`config.mk`:
```
export PLATFORM = sky130hd
export DESIGN_NAME = pipe_stage_reg
export DESIGN_NICKNAME = d
export VERILOG_FILES = /design/src/rtl/pipe_stage_reg.sv
export SDC_FILE = /design/constraint.sdc
export NUM_CORES = 1
export LEC_CHECK = 0
export CORE_MARGIN = 5
export CORE_UTILIZATION = 39
export CTS_CLUSTER_DIAMETER = 120
export DETAILED_ROUTE_END_ITERATION = 16
export PLACE_DENSITY = 0.79
export SLEW_MARGIN = 20
export SYNTH_ARGS = -nofsm -noshare
export SYNTH_HDL_FRONTEND = slang
export SYNTH_SLANG_ARGS = --single-unit
```
`constraint.sdc`:
```
create_clock -name clk -period 1.5 [get_ports clk]
set_clock_uncertainty 0.2 [all_clocks]
set_input_delay 0.3 -clock clk [delete_from_list [all_inputs] [get_ports clk]]
set_output_delay 0.3 -clock clk [all_outputs]
set_load 0.1 [all_outputs]
```
`src/rtl/pipe_stage_reg.sv`:
```
// Inter-stage pipeline register carrying PC, payload and writeback side-band.
// Define PIPE_SKID_EN to add a 1-entry skid buffer so that in_ready is a pure flop output.
module pipe_stage_reg #(
  parameter int              DATA_W   = 128,
  parameter int              PC_W     = 32,
  parameter int              RA_W     = 5,
  parameter logic [PC_W-1:0] RESET_PC = PC_W'(32'h0000_3000)
) (
  input  logic              clk,
  input  logic              rst,
  input  logic              flush,
  input  logic              in_valid,
  output logic              in_ready,
  input  logic [PC_W-1:0]   in_pc,
  input  logic [DATA_W-1:0] in_data,
  input  logic              in_reg_we,
  input  logic [RA_W-1:0]   in_reg_wa,
  output logic              out_valid,
  input  logic              out_ready,
  output logic [PC_W-1:0]   out_pc,
  output logic [DATA_W-1:0] out_data,
  output logic              out_reg_we,
  output logic [RA_W-1:0]   out_reg_wa
);

  // Handshake: a beat transfers on a side only in a cycle where valid and ready are both
  // high at the rising edge; valid never depends on ready, and a held beat stays stable.
  logic accept;
  logic consume;

  logic              main_valid_q, main_valid_d;
  logic [PC_W-1:0]   main_pc_q,    main_pc_d;
  logic [DATA_W-1:0] main_data_q,  main_data_d;
  logic              main_we_q,    main_we_d;
  logic [RA_W-1:0]   main_wa_q,    main_wa_d;

`ifdef PIPE_SKID_EN
  logic              skid_valid_q, skid_valid_d;
  logic [PC_W-1:0]   skid_pc_q,    skid_pc_d;
  logic [DATA_W-1:0] skid_data_q,  skid_data_d;
  logic              skid_we_q,    skid_we_d;
  logic [RA_W-1:0]   skid_wa_q,    skid_wa_d;
  logic              in_ready_q,   in_ready_d;

  assign in_ready = in_ready_q;
`else
  assign in_ready = !main_valid_q | out_ready;
`endif

  assign accept  = in_valid & in_ready;
  assign consume = main_valid_q & out_ready;

  always_comb begin
    main_valid_d = main_valid_q;
    main_pc_d    = main_pc_q;
    main_data_d  = main_data_q;
    main_we_d    = main_we_q;
    main_wa_d    = main_wa_q;
`ifdef PIPE_SKID_EN
    skid_valid_d = skid_valid_q;
    skid_pc_d    = skid_pc_q;
    skid_data_d  = skid_data_q;
    skid_we_d    = skid_we_q;
    skid_wa_d    = skid_wa_q;

    if (!main_valid_q || consume) begin
      // Skid only fills while main is full, so draining it first preserves order.
      if (skid_valid_q) begin
        main_valid_d = 1'b1;
        main_pc_d    = skid_pc_q;
        main_data_d  = skid_data_q;
        main_we_d    = skid_we_q;
        main_wa_d    = skid_wa_q;
        skid_valid_d = 1'b0;
      end else if (accept) begin
        main_valid_d = 1'b1;
        main_pc_d    = in_pc;
        main_data_d  = in_data;
        main_we_d    = in_reg_we;
        main_wa_d    = in_reg_wa;
      end else begin
        main_valid_d = 1'b0;
      end
    end else if (accept) begin
      skid_valid_d = 1'b1;
      skid_pc_d    = in_pc;
      skid_data_d  = in_data;
      skid_we_d    = in_reg_we;
      skid_wa_d    = in_reg_wa;
    end
`else
    if (accept) begin
      main_valid_d = 1'b1;
      main_pc_d    = in_pc;
      main_data_d  = in_data;
      main_we_d    = in_reg_we;
      main_wa_d    = in_reg_wa;
    end else if (consume) begin
      main_valid_d = 1'b0;
    end
`endif

    if (flush) begin
      main_valid_d = 1'b0;
      main_pc_d    = RESET_PC;
      main_we_d    = 1'b0;
`ifdef PIPE_SKID_EN
      skid_valid_d = 1'b0;
`endif
    end

`ifdef PIPE_SKID_EN
    in_ready_d = !skid_valid_d;
`endif
  end

  always_ff @(posedge clk) begin
    if (rst) begin
      main_valid_q <= 1'b0;
      main_pc_q    <= RESET_PC;
      main_data_q  <= '0;
      main_we_q    <= 1'b0;
      main_wa_q    <= '0;
`ifdef PIPE_SKID_EN
      skid_valid_q <= 1'b0;
      skid_pc_q    <= RESET_PC;
      skid_data_q  <= '0;
      skid_we_q    <= 1'b0;
      skid_wa_q    <= '0;
      in_ready_q   <= 1'b1;
`endif
    end else begin
      main_valid_q <= main_valid_d;
      main_pc_q    <= main_pc_d;
      main_data_q  <= main_data_d;
      main_we_q    <= main_we_d;
      main_wa_q    <= main_wa_d;
`ifdef PIPE_SKID_EN
      skid_valid_q <= skid_valid_d;
      skid_pc_q    <= skid_pc_d;
      skid_data_q  <= skid_data_d;
      skid_we_q    <= skid_we_d;
      skid_wa_q    <= skid_wa_d;
      in_ready_q   <= in_ready_d;
`endif
    end
  end

  // Register $0 is never written, so the enable is gated on the address as well.
  assign out_valid  = main_valid_q;
  assign out_pc     = main_pc_q;
  assign out_data   = main_data_q;
  assign out_reg_wa = main_wa_q;
  assign out_reg_we = main_we_q & main_valid_q & (main_wa_q != '0);

endmodule

```
==> results of run 1 <==
[logic make-up after synthesis]
logic type / after synthesis / share of synthesized area (%)
AOI/OAI and AO/OA: 332 / 26.3
buffers and inverters: 94 / 7.30
DFF: 167 / 52.7
and+or+nand+nor: 172 / 13.7
[stage by stage]
stage	util [%]	hold slack, ps	cells	setup TNS (ps)	area, µm²
after CTS	90.9	132	1343	-9530	14500
after global placement	78.8	279	1277	-53050	12600
after floorplan	-	213	765	-15650	7280
after detailed placement	78.8	282	1277	-61870	12600
[what timing repair did]
| action | CTS |
|---|---|
| pin swaps | 64 |
| gates resized for setup | 289 |
| hold endpoints to repair | 2 |
| hold buffers | 1 |
| setup endpoints to repair | 178 |
| gates cloned | 19 |
| buffers inserted | 14 |
==> results.sh, run 1 <==
export IMPL_dominantRegCellSynth="dfxtp_1"
export IMPL_synth_largest_area_cell="dfxtp_1"
export IMPL_yosysWarnings=0
export IMPL_cts_htree_levels=4
export IMPL_status="did not finish"
export IMPL_root_buffer="clkbuf_16"
export IMPL_pre_cts_ws_ps=-455
export IMPL_grt_max_degree=94
export IMPL_yosys_cell_count_top_type="nand3_1"
export IMPL_die_w_um=138
export IMPL_synth_seq_cells=167
export IMPL_synth_cells=765
export IMPL_async_flop_share_pct=0
export IMPL_io_pin_count=339
export IMPL_cts_buffers_inserted=17
export IMPL_worst_endpoint_kind="output port"
export IMPL_syn_area_um2=6340
export IMPL_dp_hpwl_um=19700
export IMPL_synth_enable_flop_cells=0
export IMPL_syn_avg_cell_area_um2=8.29
export IMPL_crit_endpoint="out_reg_we"
export IMPL_start_util_pct=39.8
export IMPL_die_height_um=138
export IMPL_failing_step="global routing"
export IMPL_synth_distinct_cells=16
export IMPL_syn_num_nets=936
export IMPL_stop_error="[ERROR DPL-0038] Utilization greater than 100%, impossible to legalize"
export IMPL_clk_path_buf_depth=2
export IMPL_port_buffers=338
export IMPL_ys_seq_area_share_pct=52.7
export IMPL_synth_common_cells="nand3_1, dfxtp_1, a21oi_1"
export IMPL_synth_area_leaders="dfxtp_1, nand3_1, a21oi_1, o21ai_0, buf_2"
export IMPL_finalWeightedCongestion=0.859
export IMPL_row_count=46
export IMPL_clock_sinks=167
export IMPL_synth_top_cell_area_share_pct=52.7
==> run 2: changes to the inputs <==
CORE_UTILIZATION = 35   (was 39)
CTS_CLUSTER_DIAMETER = unset   (was 120)
PLACE_DENSITY = unset   (was 0.79)
PLACE_DENSITY_LB_ADDON = 0.15   (was unset)
==> results.sh, run 2 <==
export IMPL_hold_viol_final=0
export IMPL_p_leak_nw=5.87
export IMPL_grt_max_degree=85
export IMPL_yosys_cell_count_top_type="nand3_1"
export IMPL_tightest_slew_ps=773
export IMPL_fp_dieArea_um2=20900
export IMPL_regToRegSetupSlack_ps=-250
export IMPL_stdcell_count=1379
export IMPL_final_cell_mix="buf_12, clkdlybuf4s50_1, dfxtp_2, a21oi_2, nand3_2"
export IMPL_largest_reg_flops=128
export IMPL_finalWeightedCongestion=0.757
export IMPL_combPwrFrac_pct=33.5
export IMPL_syn_avg_cell_area_um2=8.29
export IMPL_status="finished, violations left"
export IMPL_num_nets_final=1305
export IMPL_io_pin_count=339
export IMPL_cp_slowest_cell="or3_4"
export IMPL_place_inst=1286
export IMPL_swShare_pct=35.5
export IMPL_hold_depth=4
export IMPL_final_antenna_net_count=0
export IMPL_synth_top_cell_area_share_pct=52.7
export IMPL_cts_htree_levels=4
export IMPL_worstHoldEndpoint="out_data[51]"
export IMPL_avgRoutedWirePerCell_um=27.9
export IMPL_worstHoldStart="in_valid"
export IMPL_grtUsageTotal_pct=25.1
export IMPL_fmax_mhz=463
export IMPL_dominantRegCellSynth="dfxtp_1"
export IMPL_cts_buffers_inserted=17
export IMPL_synth_area_leaders="dfxtp_1, nand3_1, a21oi_1, o21ai_0, buf_2"
export IMPL_nFillCells=624
export IMPL_fin_util_pct=91.0
export IMPL_grt_pass1_wl_um=40800
export IMPL_critPathMaxFanout=2
export IMPL_syn_num_nets=936
export IMPL_layout_min_cycle_time_ps=2160
export IMPL_die_w_um=145
export IMPL_cts_tree="built"
export IMPL_detail_route_vias_per_cell=5.93
export IMPL_clock_latency_ps=420
export IMPL_worstSetupPathType="register to output port"
export IMPL_reg2reg_from="out_valid"
export IMPL_period_share_pct=144
export IMPL_syn_area_um2=6340
export IMPL_root_buffer="clkbuf_16"
export IMPL_grt_overflow=0
export IMPL_routed_wl_um=38500
export IMPL_holdBufCountCts=0
export IMPL_synth_largest_area_cell="dfxtp_1"
export IMPL_port_buffers=338
export IMPL_violations="setup timing"
export IMPL_dr_pass1_iters=5
export IMPL_hp_class="primary input to register"
export IMPL_ff2ff_path_depth=8
export IMPL_ys_seq_area_share_pct=52.7
export IMPL_synth_distinct_cells=16
export IMPL_cp_cell_sequence="or3_4 > o311a_4 > buf_12"
export IMPL_setup_viol=182
export IMPL_ir_worst_vdd_uv=855
export IMPL_cp_required_ps=1000
export IMPL_power_share_clock_pct=31.8
export IMPL_powerDensity_nw_per_um2=887
export IMPL_final_common_cell="buf_12"
export IMPL_pwr_share_seq_pct=34.7
export IMPL_rsz0062_at_grt="yes"
export IMPL_fin_ws_ps=-658
export IMPL_relSlewSlack_pct=48.5
export IMPL_grt_pass1_vias=7391
export IMPL_arrival_ps=1660
export IMPL_start_kind="register"
export IMPL_clock_sinks=167
export IMPL_row_count=49
export IMPL_start_util_pct=35.4
export IMPL_path_clk_slew_ps=60
export IMPL_cap_violations=0
export IMPL_p_sw_w=0.00513
export IMPL_slew_viol_final=0
export IMPL_die_height_um=145
export IMPL_drt_initial_drc_count=558
export IMPL_routed_via_count=8171
export IMPL_yosysWarnings=0
export IMPL_clk_path_buf_depth=2
export IMPL_core_area_um2=17900
export IMPL_drive_above_1_share_pct=74.4
export IMPL_synth_seq_cells=167
export IMPL_async_flop_share_pct=0
export IMPL_max_stage_delay_ps=390
export IMPL_antenna_found_initial=2
export IMPL_dp_hpwl_um=18100
export IMPL_synth_common_cells="nand3_1, dfxtp_1, a21oi_1"
export IMPL_synth_cells=765
export IMPL_drc=0
export IMPL_synthToLayoutAreaGrowth_pct=157
export IMPL_cp_end_kind="output port"
export IMPL_r2r_end="out_data[111]"
export IMPL_intPower_w=0.00932
export IMPL_synth_enable_flop_cells=0
run 2: cell counts after synthesis:
No cell type changed its count.
run 2: power by group through the flow:
stage          clock, W  combinational [W]  sequential (W)
2_1_floorplan         0           0.000690         0.00655
3_3_place_gp          0            0.00403         0.00499
3_5_place_dp          0            0.00405         0.00501
4_1_cts         0.00458            0.00415         0.00494
5_1_grt         0.00483            0.00495         0.00504
6_report        0.00460            0.00484         0.00502
run 2: what timing repair did:
action	in CTS	in global routing
setup endpoints to repair	125	193
pin swaps	10	159
resized for setup	152	475
endpoints found under the hold margin	0	0
cloned	8	37
buffers inserted	4	11
run 2: through the flow:
stage	power, W	cell area [µm²]	setup TNS, ps	hold slack (ps)	setup WS, ps
CTS	0.0137	13600	-2350	90.6	-661
global placement	0.00902	12500	-62520	281	-410
floorplan	0.00724	7280	-15650	213	-287
finish	0.0144	16300	-27990	170	-658
detailed placement	0.00906	12500	-66670	285	-453
global route	0.0148	16300	-33070	177	-678
run 2: area by class of cell:
cell class              instances  area, µm²  area share, %
repair buffers                442       7090           43.5
multi-input cells             504       4730           29.0
flip-flops and latches        167       3560           21.9
clock buffers                  19        443           2.72
well taps                     229        287           1.76
clock inverters                12        154          0.945
inverters                       2       17.5          0.108
diodes                          4       10.0         0.0614
run 2: kinds of logic (layout without fill, tap and decap cells):
logic type,Yosys count,count (layout),share of synthesized area (%)
other,0,4,0
buffers and inverters,94,475,7.30
flip-flops,167,167,52.7
AND/OR/NAND/NOR,172,172,13.7
AO/OA/AOI/OAI,332,332,26.3
run 2: worst max-delay path by stage:
stage	start	endpoint	slack, ps	cells after the start
after floorplan	out_reg_wa[4]	out_reg_we	-290	2
after global placement	out_ready	out_data[94]	-410	6
after detailed placement	out_ready	out_data[86]	-450	6
after CTS	out_reg_wa[4]	out_reg_we	-660	3
after global routing	out_reg_wa[4]	out_reg_we	-680	3
final	out_reg_wa[4]	out_reg_we	-660	3
run 2: layer usage:
layer  up-vias  track usage, %  routed length (µm)
met5         -               0                   0
met4         0            11.9                1990
met3       120            8.17                2980
met2       420            44.0               20500
met1      4107            27.4               13100
li1       3524               -                   -
run 2: worst max-delay path, delay by kind of cell (launching register included):
| kind | cells | cell delay, ps |
|---|---|---|
| compound gates | 1 | 330 |
| flops | 1 | 340 |
| simple gates | 1 | 390 |
| buf+inv | 1 | 170 |
No activity file was read; power rests on OpenSTA's default activity.
